[src/rtl/alu_pkg.sv]
// alu_pkg: shared ALU select codes, sequencer states and widths
package alu_pkg;
  localparam int SEL_W = 3;
  localparam int DATA_W = 8;
  typedef enum logic [SEL_W-1:0] {
    ADD2C = 3'b000,
    SUB2C = 3'b001,
    ADD1C = 3'b010,
    SUB1C = 3'b011,
    ADDSM = 3'b100,
    SUBSM = 3'b101,
    AND   = 3'b110,
    OR    = 3'b111
  } sel_t;
  typedef enum logic [2:0] {LOAD_A, LOAD_B, LOAD_SEL, EXEC, OUT} state_t;
  function automatic logic legal_sel(input logic [DATA_W-1:0] b);
    return b[DATA_W-1:SEL_W] == '0;
  endfunction
endpackage

[src/rtl/alu_seq_if.sv]
// alu_seq_if: host byte stream, ALU operand/result and result handshake signals
interface alu_seq_if #(parameter int CNT_W = 8) ();
  import alu_pkg::*;
  logic clear;
  logic [DATA_W-1:0] in_data;
  logic in_valid;
  logic in_ready;
  logic [DATA_W-1:0] alu_opA;
  logic [DATA_W-1:0] alu_opB;
  logic [SEL_W-1:0] alu_sel;
  logic [DATA_W-1:0] alu_res;
  logic [DATA_W-1:0] out_data;
  logic out_valid;
  logic out_ready;
  logic err;
  logic busy;
  logic [CNT_W-1:0] txn_cnt;
  modport master (
    output clear, in_data, in_valid, alu_res, out_ready,
    input in_ready, alu_opA, alu_opB, alu_sel, out_data, out_valid, err, busy, txn_cnt
  );
  modport slave (
    input clear, in_data, in_valid, alu_res, out_ready,
    output in_ready, alu_opA, alu_opB, alu_sel, out_data, out_valid, err, busy, txn_cnt
  );
endinterface

[src/rtl/alu_seq.sv]
// alu_seq: loads opA/opB/sel bytes, holds them for the ALU, captures the result
module alu_seq
  import alu_pkg::*;
#(
  parameter int EXEC_CYCLES = 1,
  parameter int CNT_W = 8
) (
  input logic clk,
  input logic rst_n,
  alu_seq_if.slave bus
);
  localparam logic [3:0] TMR = 4'(EXEC_CYCLES - 1);
  state_t state;
  logic [3:0] timer;
  logic [CNT_W-1:0] cnt;
  assign bus.in_ready = (state == LOAD_A) || (state == LOAD_B) || (state == LOAD_SEL);
  assign bus.busy = (state == EXEC) || (state == OUT);
  assign bus.txn_cnt = cnt;
  // Sequencer FSM: operand loading, settle timer, result capture and output handshake
  always_ff @(posedge clk) begin
    if (!rst_n) begin
      state <= LOAD_A;
      timer <= '0;
      cnt <= '0;
      bus.alu_opA <= '0;
      bus.alu_opB <= '0;
      bus.alu_sel <= '0;
      bus.out_data <= '0;
      bus.out_valid <= 1'b0;
      bus.err <= 1'b0;
    end else if (bus.clear) begin
      state <= LOAD_A;
      bus.out_valid <= 1'b0;
      bus.err <= 1'b0;
    end else begin
      bus.err <= 1'b0;
      case (state)
        LOAD_A: if (bus.in_valid) begin
          bus.alu_opA <= bus.in_data;
          state <= LOAD_B;
        end
        LOAD_B: if (bus.in_valid) begin
          bus.alu_opB <= bus.in_data;
          state <= LOAD_SEL;
        end
        LOAD_SEL: if (bus.in_valid) begin
          if (legal_sel(bus.in_data)) begin
            bus.alu_sel <= bus.in_data[SEL_W-1:0];
            timer <= TMR;
            state <= EXEC;
          end else begin
            bus.err <= 1'b1;
            state <= LOAD_A;
          end
        end
        EXEC: if (timer == '0) begin
          bus.out_data <= bus.alu_res;
          bus.out_valid <= 1'b1;
          state <= OUT;
        end else begin
          timer <= timer - 1'b1;
        end
        OUT: if (bus.out_ready) begin
          bus.out_valid <= 1'b0;
          cnt <= cnt + 1'b1;
          state <= LOAD_A;
        end
        default: state <= LOAD_A;
      endcase
    end
  end
endmodule

[src/flat_wrapper.sv]
// flat-port wrapper written by rule: the top's interface ports become plain ports
module alu_seq_flat import alu_pkg::*;
#(
  parameter int EXEC_CYCLES = 1,
  parameter int CNT_W = 8
)
  (clk, rst_n, bus_clear, bus_in_data, bus_in_valid, bus_alu_res, bus_out_ready, bus_in_ready, bus_alu_opA, bus_alu_opB, bus_alu_sel, bus_out_data, bus_out_valid, bus_err, bus_busy, bus_txn_cnt);
  alu_seq_if #(.CNT_W(CNT_W)) bus_i ();
  input logic clk;
  input logic rst_n;
  input wire logic [$bits(bus_i.clear)-1:0] bus_clear;
  input wire logic [$bits(bus_i.in_data)-1:0] bus_in_data;
  input wire logic [$bits(bus_i.in_valid)-1:0] bus_in_valid;
  input wire logic [$bits(bus_i.alu_res)-1:0] bus_alu_res;
  input wire logic [$bits(bus_i.out_ready)-1:0] bus_out_ready;
  output wire logic [$bits(bus_i.in_ready)-1:0] bus_in_ready;
  output wire logic [$bits(bus_i.alu_opA)-1:0] bus_alu_opA;
  output wire logic [$bits(bus_i.alu_opB)-1:0] bus_alu_opB;
  output wire logic [$bits(bus_i.alu_sel)-1:0] bus_alu_sel;
  output wire logic [$bits(bus_i.out_data)-1:0] bus_out_data;
  output wire logic [$bits(bus_i.out_valid)-1:0] bus_out_valid;
  output wire logic [$bits(bus_i.err)-1:0] bus_err;
  output wire logic [$bits(bus_i.busy)-1:0] bus_busy;
  output wire logic [$bits(bus_i.txn_cnt)-1:0] bus_txn_cnt;
  assign bus_i.clear = bus_clear;
  assign bus_i.in_data = bus_in_data;
  assign bus_i.in_valid = bus_in_valid;
  assign bus_i.alu_res = bus_alu_res;
  assign bus_i.out_ready = bus_out_ready;
  assign bus_in_ready = bus_i.in_ready;
  assign bus_alu_opA = bus_i.alu_opA;
  assign bus_alu_opB = bus_i.alu_opB;
  assign bus_alu_sel = bus_i.alu_sel;
  assign bus_out_data = bus_i.out_data;
  assign bus_out_valid = bus_i.out_valid;
  assign bus_err = bus_i.err;
  assign bus_busy = bus_i.busy;
  assign bus_txn_cnt = bus_i.txn_cnt;
  alu_seq #(.EXEC_CYCLES(EXEC_CYCLES), .CNT_W(CNT_W)) u_core (.clk(clk), .rst_n(rst_n), .bus(bus_i));
endmodule
[config.mk]
export PLATFORM = sky130hd
export DESIGN_NAME = alu_seq_flat
export DESIGN_NICKNAME = d
export VERILOG_FILES = /design/src/rtl/alu_pkg.sv /design/src/rtl/alu_seq_if.sv /design/src/rtl/alu_seq.sv /design/src/flat_wrapper.sv
export SDC_FILE = /design/constraint.sdc
export NUM_CORES = 1
export LEC_CHECK = 0
export ABC_AREA = 1
export CAP_MARGIN = 20
export CORE_ASPECT_RATIO = 0.75
export CORE_UTILIZATION = 42
export CTS_CLUSTER_SIZE = 12
export DETAILED_ROUTE_END_ITERATION = 6
export HOLD_SLACK_MARGIN = 0.05
export PLACE_DENSITY = 0.78
export SYNTH_ARGS = -nofsm -noshare
export SYNTH_HDL_FRONTEND = slang
export SYNTH_SLANG_ARGS = --single-unit
[constraint.sdc]
create_clock -name clk -period 1.2 [get_ports clk]
set_input_delay 0.24 -clock clk [delete_from_list [all_inputs] [get_ports clk]]
set_output_delay 0.24 -clock clk [all_outputs]
set_load 0.02 [all_outputs]
## Word-level counts from Yosys, hierarchy flattened

Cells that the tools add are included.

| word-level totals | value |
|---|---|
| register bits | 44 |
| latch bits | 0 |
| RAM bits | 0 |
| bits in read-only memories | 0 |
| memories kept | 0 |

| cells by class | value |
|---|---|
| $add $sub $neg | 2 |
| multiply operators | 0 |
| div/mod/pow operators | 0 |
| $lt $le $gt $ge | 0 |
| eq/ne operators | 11 |
| shift-type cells | 0 |
| muxes and demuxes | 15 |
| bitwise operators | 4 |
| reduce and logical (&&, ||, !) cells | 18 |

Operator list:

| cell | count |
|---|---|
| two-way mux 3 bit | 5 |
| one-hot mux 3 bit (5 select lines) | 1 |
| AND reduction 3 bit | 5 |
| != test 2 bit, second input constant | 7 |
| two-way mux 4 bit | 3 |
| AND reduction 5 bit | 2 |
| adder 8 x 1 -> 8 bit, second input constant | 1 |
| one-hot mux 4 bit (2 select lines) | 1 |
| equality test 3 x 2 -> 1 bit, second input constant | 2 |
| zero test 5 bit | 1 |
| zero test 4 bit | 1 |
| NOT 1 bit | 4 |
| AND reduction 4 bit | 1 |
| nonzero test 2 bit | 2 |
| OR reduction 4 bit | 1 |
| subtractor 4 x 1 -> 4 bit, second input constant | 1 |
| equality test 3 x 1 -> 1 bit, second input constant | 1 |
| equality test 3 bit, second input constant | 1 |
| zero test 3 bit | 1 |
| logical OR 1 bit | 3 |
| two-way mux 1 bit | 3 |
| two-way mux 2 bit | 1 |
| one-hot mux 1 bit (2 select lines) | 1 |
| OR reduction 2 bit | 1 |

## Longest topological paths before layout

Gate-level depths: netlist of the first run.

| logic depth | value |
|---|---|
| depth in word-level cells | 4 |
| gate-level depth with buffers | 9 |
| gate-level depth less buffers | 9 |

## Least setup slack after synthesis of the first run

Ideal clock, no wire load.

| timing path | value |
|---|---|
| path kind | flip-flop to flip-flop |
| start | register u_core.timer[0] |
| end | register u_core.bus.out_data[0] |
| setup time | 0.116 ns |
| arrival | 1.207 ns |
| required time | 1.084 ns |
| setup slack | -0.123 ns |
| cell stages (with the launch flop) | 8 |
| path buffers | 1 |
| period minus slack after synthesis | 1.323 ns |
| path through | dfxtp_1 inv_1 ha_1 nand3_1 or2_4 buf_6 nor3_2 nor2_1 |

| on the way | value |
|---|---|
| cells in the longest elaborated chain, start to end | 2 |

Ends and longest elaborated chain:

| item | line | RTL |
|---|---|---|
| from (decl) | alu_seq.sv:14 | `logic [3:0] timer;` |
| from (signal assigned) | alu_seq.sv:61 | `timer <= timer - 1'b1;` |
| zero test 4 bit | alu_seq.sv:56 | `EXEC: if (timer == '0) begin` |
| AND reduction 3 bit (no source line) | -- |  |
| to (signal assigned) | alu_seq.sv:57 | `bus.out_data <= bus.alu_res;` |
| to (decl) | alu_seq_if.sv:24 | `output in_ready, alu_opA, alu_opB, alu_sel, out_data, out_valid, err, busy, txn_cnt` |

No other way between the ends.
A chain may end at the register's enable or synchronous reset.

## Final worst setup path of the first run

| timing path | value |
|---|---|
| start | register u_core.timer[1] |
| end | register u_core.timer[2] |

| on the way | value |
|---|---|
| cells in the longest elaborated chain, start to end | 3 |
| elaborated cells on any way between the ends | 6 |

Ends and longest elaborated chain:

| item | line |
|---|---|
| subtractor 4 x 1 -> 4 bit / zero test 4 bit (equally long branches) | alu_seq.sv:61, alu_seq.sv:56 |
| two-way mux 4 bit / != test 2 bit (equally long branches) | -- |
| one-hot mux 4 bit (2 select lines) / AND reduction 5 bit (equally long branches) | -- |

Parallel ways exist; a longest one is shown, timed or not. The select of a mux whose other input is x is not followed.

==> impl_metrics.toml, run 1 <==
[run_status]
outcome = "finished with violations"
violations = "setup timing"

[flow_run]
maxCapViolations = 0

[critical_path]
cp_max_fo = 2
startpoint_type = "register"
critPathCaptureType = "register"
critPathKind = "reg -> reg"
critPathArrivalTime_ns = 1.65
worst_ep_required_time_ns = 1.44

[global_route]
antenna_found_initial = 0
grt-ovfl-total = 0
grt_pass1_wl_mm = 9.29
grt_max_degree = 27
grt_pass1_vias = 1987
grt.total_usage_pct = 24.7

[routing]
wl_per_cell_um = 14.1
routed_wl_mm = 6.09
via_per_inst = 5.00
wl_met2_mm = 2.98
wl_met3_um = 351
antenna_left = 0
drc = 0
drt_iter0_drc = 103
first_pass_iters = 4
maxUsedRoutingLayer = "met4"
vias = 2163
drt-met1-wl_mm = 2.63

[layout]
drive_gt1_share_pct = 46.3
final_cell_mix = "nor2_1 (57), buf_4 (40), dfxtp_1 (38)"
final_area_um2 = 3270
final_common_cell = "nor2_1"
antenna_cells = 0
nets = 399
syn_to_final_growth_pct = 63.8

[logic_synthesis]
synth-seq-cells = 44
synth_cell_type_count = 28
seq_area_frac_synth_pct = 44.1
syn_area_um2 = 2000
synth-edff-count = 0
ys.flop_type = "dfxtp_1"
yosysWarnings = 0
avgSynthCellArea_um2 = 7.56
syn_inst = 264
synth_nets = 287
ys_async_sr_fraction_pct = 0

[timing]
fmax_mhz = 709
tightest_slew_ns = 0.257
fin_ws_ns = -0.210
grt_setup_unrepaired = "yes"
slew_viol_final = 0
maxSlewHeadroom_pct = 82.8
finalClockSkew_ns = 0.00503
setup_viol = 46
period_share_pct = 118
period_minus_slack_ns = 1.41
finalHoldViolCount = 0

[placement]
place_area_um2 = 2960
post-place-ws_ns = -0.449
hpwlAfterDp_mm = 3.84
gp_congestion = 0.782
io_buffers = 59

[clock_tree]
clock_sinks = 44
clk_latency_ns = 0.30
path_clk_slew_ns = 0.09
cts_tree = "done"
htreeDepth = 2
cts_buffers = 5
cts_hold_buf = 0
root_buffer = "clkbuf_8"
clockBufferDepth = 2

[die]
die_h_um = 61.7
start_util_pct = 44.2
io_pins = 60
die_area_um2 = 5040
die_x_um = 81.6
core_area_um2 = 4520
num_rows = 21

[power_and_ir_drop]
ir_drop_mv = 0.708
leakagePower_nw = 1.52
pwr_density_cell_nw_per_um2 = 856

[worst_hold_path]
hp-class = "in -> reg"
==> per-layer routing <==
metal | GRT usage [%] | vias up
met5 | 0 | -
met4 | 10.3 | 0
met3 | 5.84 | 14
met2 | 40.0 | 75
met1 | 32.0 | 997
li1 | - | 1077
==> layout make-up <==
class | instances | area [um2]
inverters | 23 | 96.3
repair buffers | 112 | 921
flip-flops and latches | 44 | 896
clock buffers | 5 | 68.8
multi-input cells | 190 | 1200
clock inverters | 2 | 12.5
well taps | 57 | 71.3
fillers | 330 | 1250
==> kinds of logic after synthesis <==
logic type	Yosys count	share of synthesized area, %
AND/OR/NAND/NOR	142	35.5
AO/OA/AOI/OAI	44	11.2
flip-flops	44	44.1
buffers and inverters	30	7.02
XOR/XNOR	2	0.877
adder cells (fa/ha/maj)	2	1.25
==> critical path, stage by stage (launching register included) <==
cell	delay (ns)
dfxtp_1	0.33
inv_2	0.05
ha_4	0.16
buf_4	0.12
buf_4	0.13
nand2_1	0.07
nand2_1	0.06
nor2_1	0.13
nand4_1	0.14
a21oi_1	0.16
==> state kept, by name, indices dropped and copies added (netlist names) <==
register	count
u_core.bus.alu_opA	8
u_core.bus.alu_opB	8
u_core.bus.out_data	8
u_core.bus.txn_cnt	8
u_core.timer	4
u_core.bus.alu_sel	3
u_core.state	3
u_core.bus.err	1
u_core.bus.out_valid	1
==> power by group <==
part / leakage, nW / internal (mW) / switching [mW] / total (mW)
combinational: 1.12 / 0.170 / 0.204 / 0.373
sequential: 0.360 / 1.48 / 0.0223 / 1.50
clock: 0.0400 / 0.395 / 0.528 / 0.923
==> cell usage after synthesis, types with 2 or more instances <==
cell / n / share of area, %
nand2_2: 4 / 1.3
nand3_4: 2 / 1.8
nand2_1: 37 / 7.0
dfxtp_1: 44 / 44
xor2_1: 2 / 0.88
nand3_1: 11 / 2.8
nor3_1: 2 / 0.50
nor2_4: 2 / 1.1
nand3_2: 2 / 1.0
nor3_2: 8 / 4.0
inv_2: 2 / 0.38
buf_6: 3 / 1.7
ha_1: 2 / 1.3
inv_1: 21 / 3.9
o21ai_1: 8 / 2.0
nand4_1: 2 / 0.63
o21ai_0: 23 / 5.8
clkbuf_1: 2 / 0.38
nor2_1: 67 / 13
a21oi_1: 12 / 3.0
==> repair_timing <==
item,CTS,global route
setup endpoints to repair,83,75
cloned,0,1
resized for setup,184,53
pin swaps,21,21
setup buffers,10,3
==> metrics by stage <==
stage          hold WS (ns)  utilization [%]  instances  total power, mW  TNS, ns
2_1_floorplan         0.357                -        264             1.68   -0.434
3_3_place_gp          0.460             65.5        412             1.87   -13.43
3_5_place_dp          0.469             65.5        412             1.87   -14.32
4_1_cts               0.411             73.8        429             2.79    -2.50
5_1_grt               0.441             72.4        433             2.90    -6.63
6_report              0.438             72.4        433             2.80    -4.30
==> worst paths after layout <==
path / slack, ns / cells after the start / to / startpoint
setup / recovery: -0.21 / 9 / u_core.timer[2]$_SDFFE_PN0P_ / u_core.timer[1]$_SDFFE_PN0P_
hold / removal: 0.44 / 4 / u_core.bus.alu_opB[3]$_SDFFE_PN0P_ / bus_in_data[3]
setup reg to reg: -0.21 / 9 / u_core.timer[2]$_SDFFE_PN0P_ / u_core.timer[1]$_SDFFE_PN0P_
hold reg to reg: 0.49 / 2 / u_core.bus.out_valid$_SDFFE_PP0P_ / u_core.bus.out_valid$_SDFFE_PP0P_
(Power assumes the default switching activity.)
==> run 2, diff against run 1 <==
--- a/config.mk
+++ b/config.mk
@@ -8,11 +8,11 @@
 export ABC_AREA = 1
 export CAP_MARGIN = 20
 export CORE_ASPECT_RATIO = 0.75
-export CORE_UTILIZATION = 42
+export CORE_UTILIZATION = 45
 export CTS_CLUSTER_SIZE = 12
 export DETAILED_ROUTE_END_ITERATION = 6
-export HOLD_SLACK_MARGIN = 0.05
-export PLACE_DENSITY = 0.78
+export HOLD_SLACK_MARGIN = 0.06
+export PLACE_DENSITY = 0.79
 export SYNTH_ARGS = -nofsm -noshare
 export SYNTH_HDL_FRONTEND = slang
 export SYNTH_SLANG_ARGS = --single-unit
==> constraint.sdc (replaced) <==
create_clock -name clk -period 1.69 [get_ports clk]
set_input_delay 0.338 -clock clk [delete_from_list [all_inputs] [get_ports clk]]
set_output_delay 0.338 -clock clk [all_outputs]
set_load 0.02 [all_outputs]
==> impl_metrics.toml, run 2 (synthesized netlist as in run 1, its figures left out) <==
[run_status]
outcome = "complete, no violations"

[critical_path]
r2r_slack_ns = 0.24
critPathKind = "reg -> out"
cp_num_buf_inv = 1
worst_ep_required_time_ns = 1.35
worstPathCellList = "clkdlybuf4s50_1"
critPathCaptureType = "primary output"
slowest_stage = "clkdlybuf4s50_1"
slowest_delay_ns = 0.62
cp_top_family = "buffers and inverters"
startpoint_type = "register"
critPathArrivalTime_ns = 1.29
cp_max_fo = 4

[clock_tree]
htreeDepth = 2
clockBufferDepth = 2
post_cts_buffers = 0
cts_hold_buf = 0
clock_sinks = 44
root_buffer = "clkbuf_8"
cts_buffers = 5
path_clk_slew_ns = 0.08
clk_latency_ns = 0.29
cts_tree = "done"

[routing]
wl_per_cell_um = 12.3
first_pass_iters = 4
via_per_inst = 4.85
vias = 1917
routed_wl_mm = 4.87
antenna_left = 0
drc = 0
drt_iter0_drc = 118

[placement]
io_buffers = 59
gp_congestion = 0.771
hpwlAfterDp_mm = 3.59

[timing]
setup_viol = 0
finalHoldViolCount = 0
fmax_mhz = 614
period_share_pct = 96.4
finalSetupTns_ns = 0
finalClockSkew_ns = 0.00737
slew_viol_final = 0
grt_setup_unrepaired = "no"
tightest_slew_ns = 0.340
period_minus_slack_ns = 1.63
maxSlewHeadroom_pct = 77.3
whs_ns = 0.472

[power_and_ir_drop]
ir_drop_mv = 0.430
leakagePower_nw = 1.30
pwr_density_cell_nw_per_um2 = 730
power.total_mw = 2.09

[global_route]
grt_max_degree = 37
grt_pass1_vias = 1648
grt.total_usage_pct = 22.0
grt_pass1_wl_mm = 7.87
antenna_found_initial = 0
grt-ovfl-total = 0

[die]
num_rows = 20
io_pins = 60
die_area_um2 = 4710
die_h_um = 59.7
start_util_pct = 48.1
die_x_um = 78.9
core_area_um2 = 4150

[layout]
drive_gt1_share_pct = 14.4
nets = 362
antenna_cells = 0
fin_util_pct = 68.9
final_common_cell = "nor2_1"
syn_to_final_growth_pct = 43.4
final_cell_mix = "nor2_1 (67), clkdlybuf4s50_1 (52), dfxtp_1 (43)"

[flow_run]
maxCapViolations = 0

[worst_hold_path]
hp-class = "reg -> reg"
[run 2: stage by stage]
stage / cells / setup WS [ns] / instance area (um2)
floorplan: 264 / 0.367 / 2000
global placement: 387 / 0.0269 / 2750
detailed placement: 387 / -0.0414 / 2750
CTS: 395 / 0.0114 / 2850
global route: 395 / 0.00355 / 2860
finish: 395 / 0.0609 / 2860
[run 2: what timing repair did]
action,CTS,global route
resized for setup,3,6
pin swaps,0,0
setup endpoints to repair,3,5
[run 2: final cells by class]
class,count,area (um2)
fill,377,1290
multi-input combinational,190,976
sequential,44,882
timing repair buffer,75,743
inverter,23,86.3
clock buffer,6,72.6
tap,55,68.8
clock inverter,2,35.0
[run 2: power breakdown]
| group | internal, mW | leakage (nW) | switching [mW] |
|---|---|---|---|
| registers | 1.06 | 0.357 | 0.0118 |
| clock network | 0.439 | 0.0552 | 0.356 |
| logic | 0.113 | 0.887 | 0.116 |
[run 2: path summary, 6_finish.rpt]
kind,cells after the start,startpoint,end
worst max-delay path,1,u_core.bus.txn_cnt[6]$_SDFFE_PN0P_,bus_txn_cnt[6]
worst min-delay path,2,u_core.bus.out_valid$_SDFFE_PP0P_,u_core.bus.out_valid$_SDFFE_PP0P_
worst max register to register,9,u_core.state[0]$_SDFFE_PP0P_,u_core.timer[3]$_SDFFE_PN0P_
worst min register to register,2,u_core.bus.out_valid$_SDFFE_PP0P_,u_core.bus.out_valid$_SDFFE_PP0P_
[run 2: per-layer routing]
metal / global-route usage (%) / wire (um) / vias up
met2: 33.0 / 2110 / 44
met1: 32.1 / 2510 / 875
met4: 5.45 / 33 / 0
met5: 0 / 0 / -
li1: - / - / 993
met3: 4.58 / 226 / 5
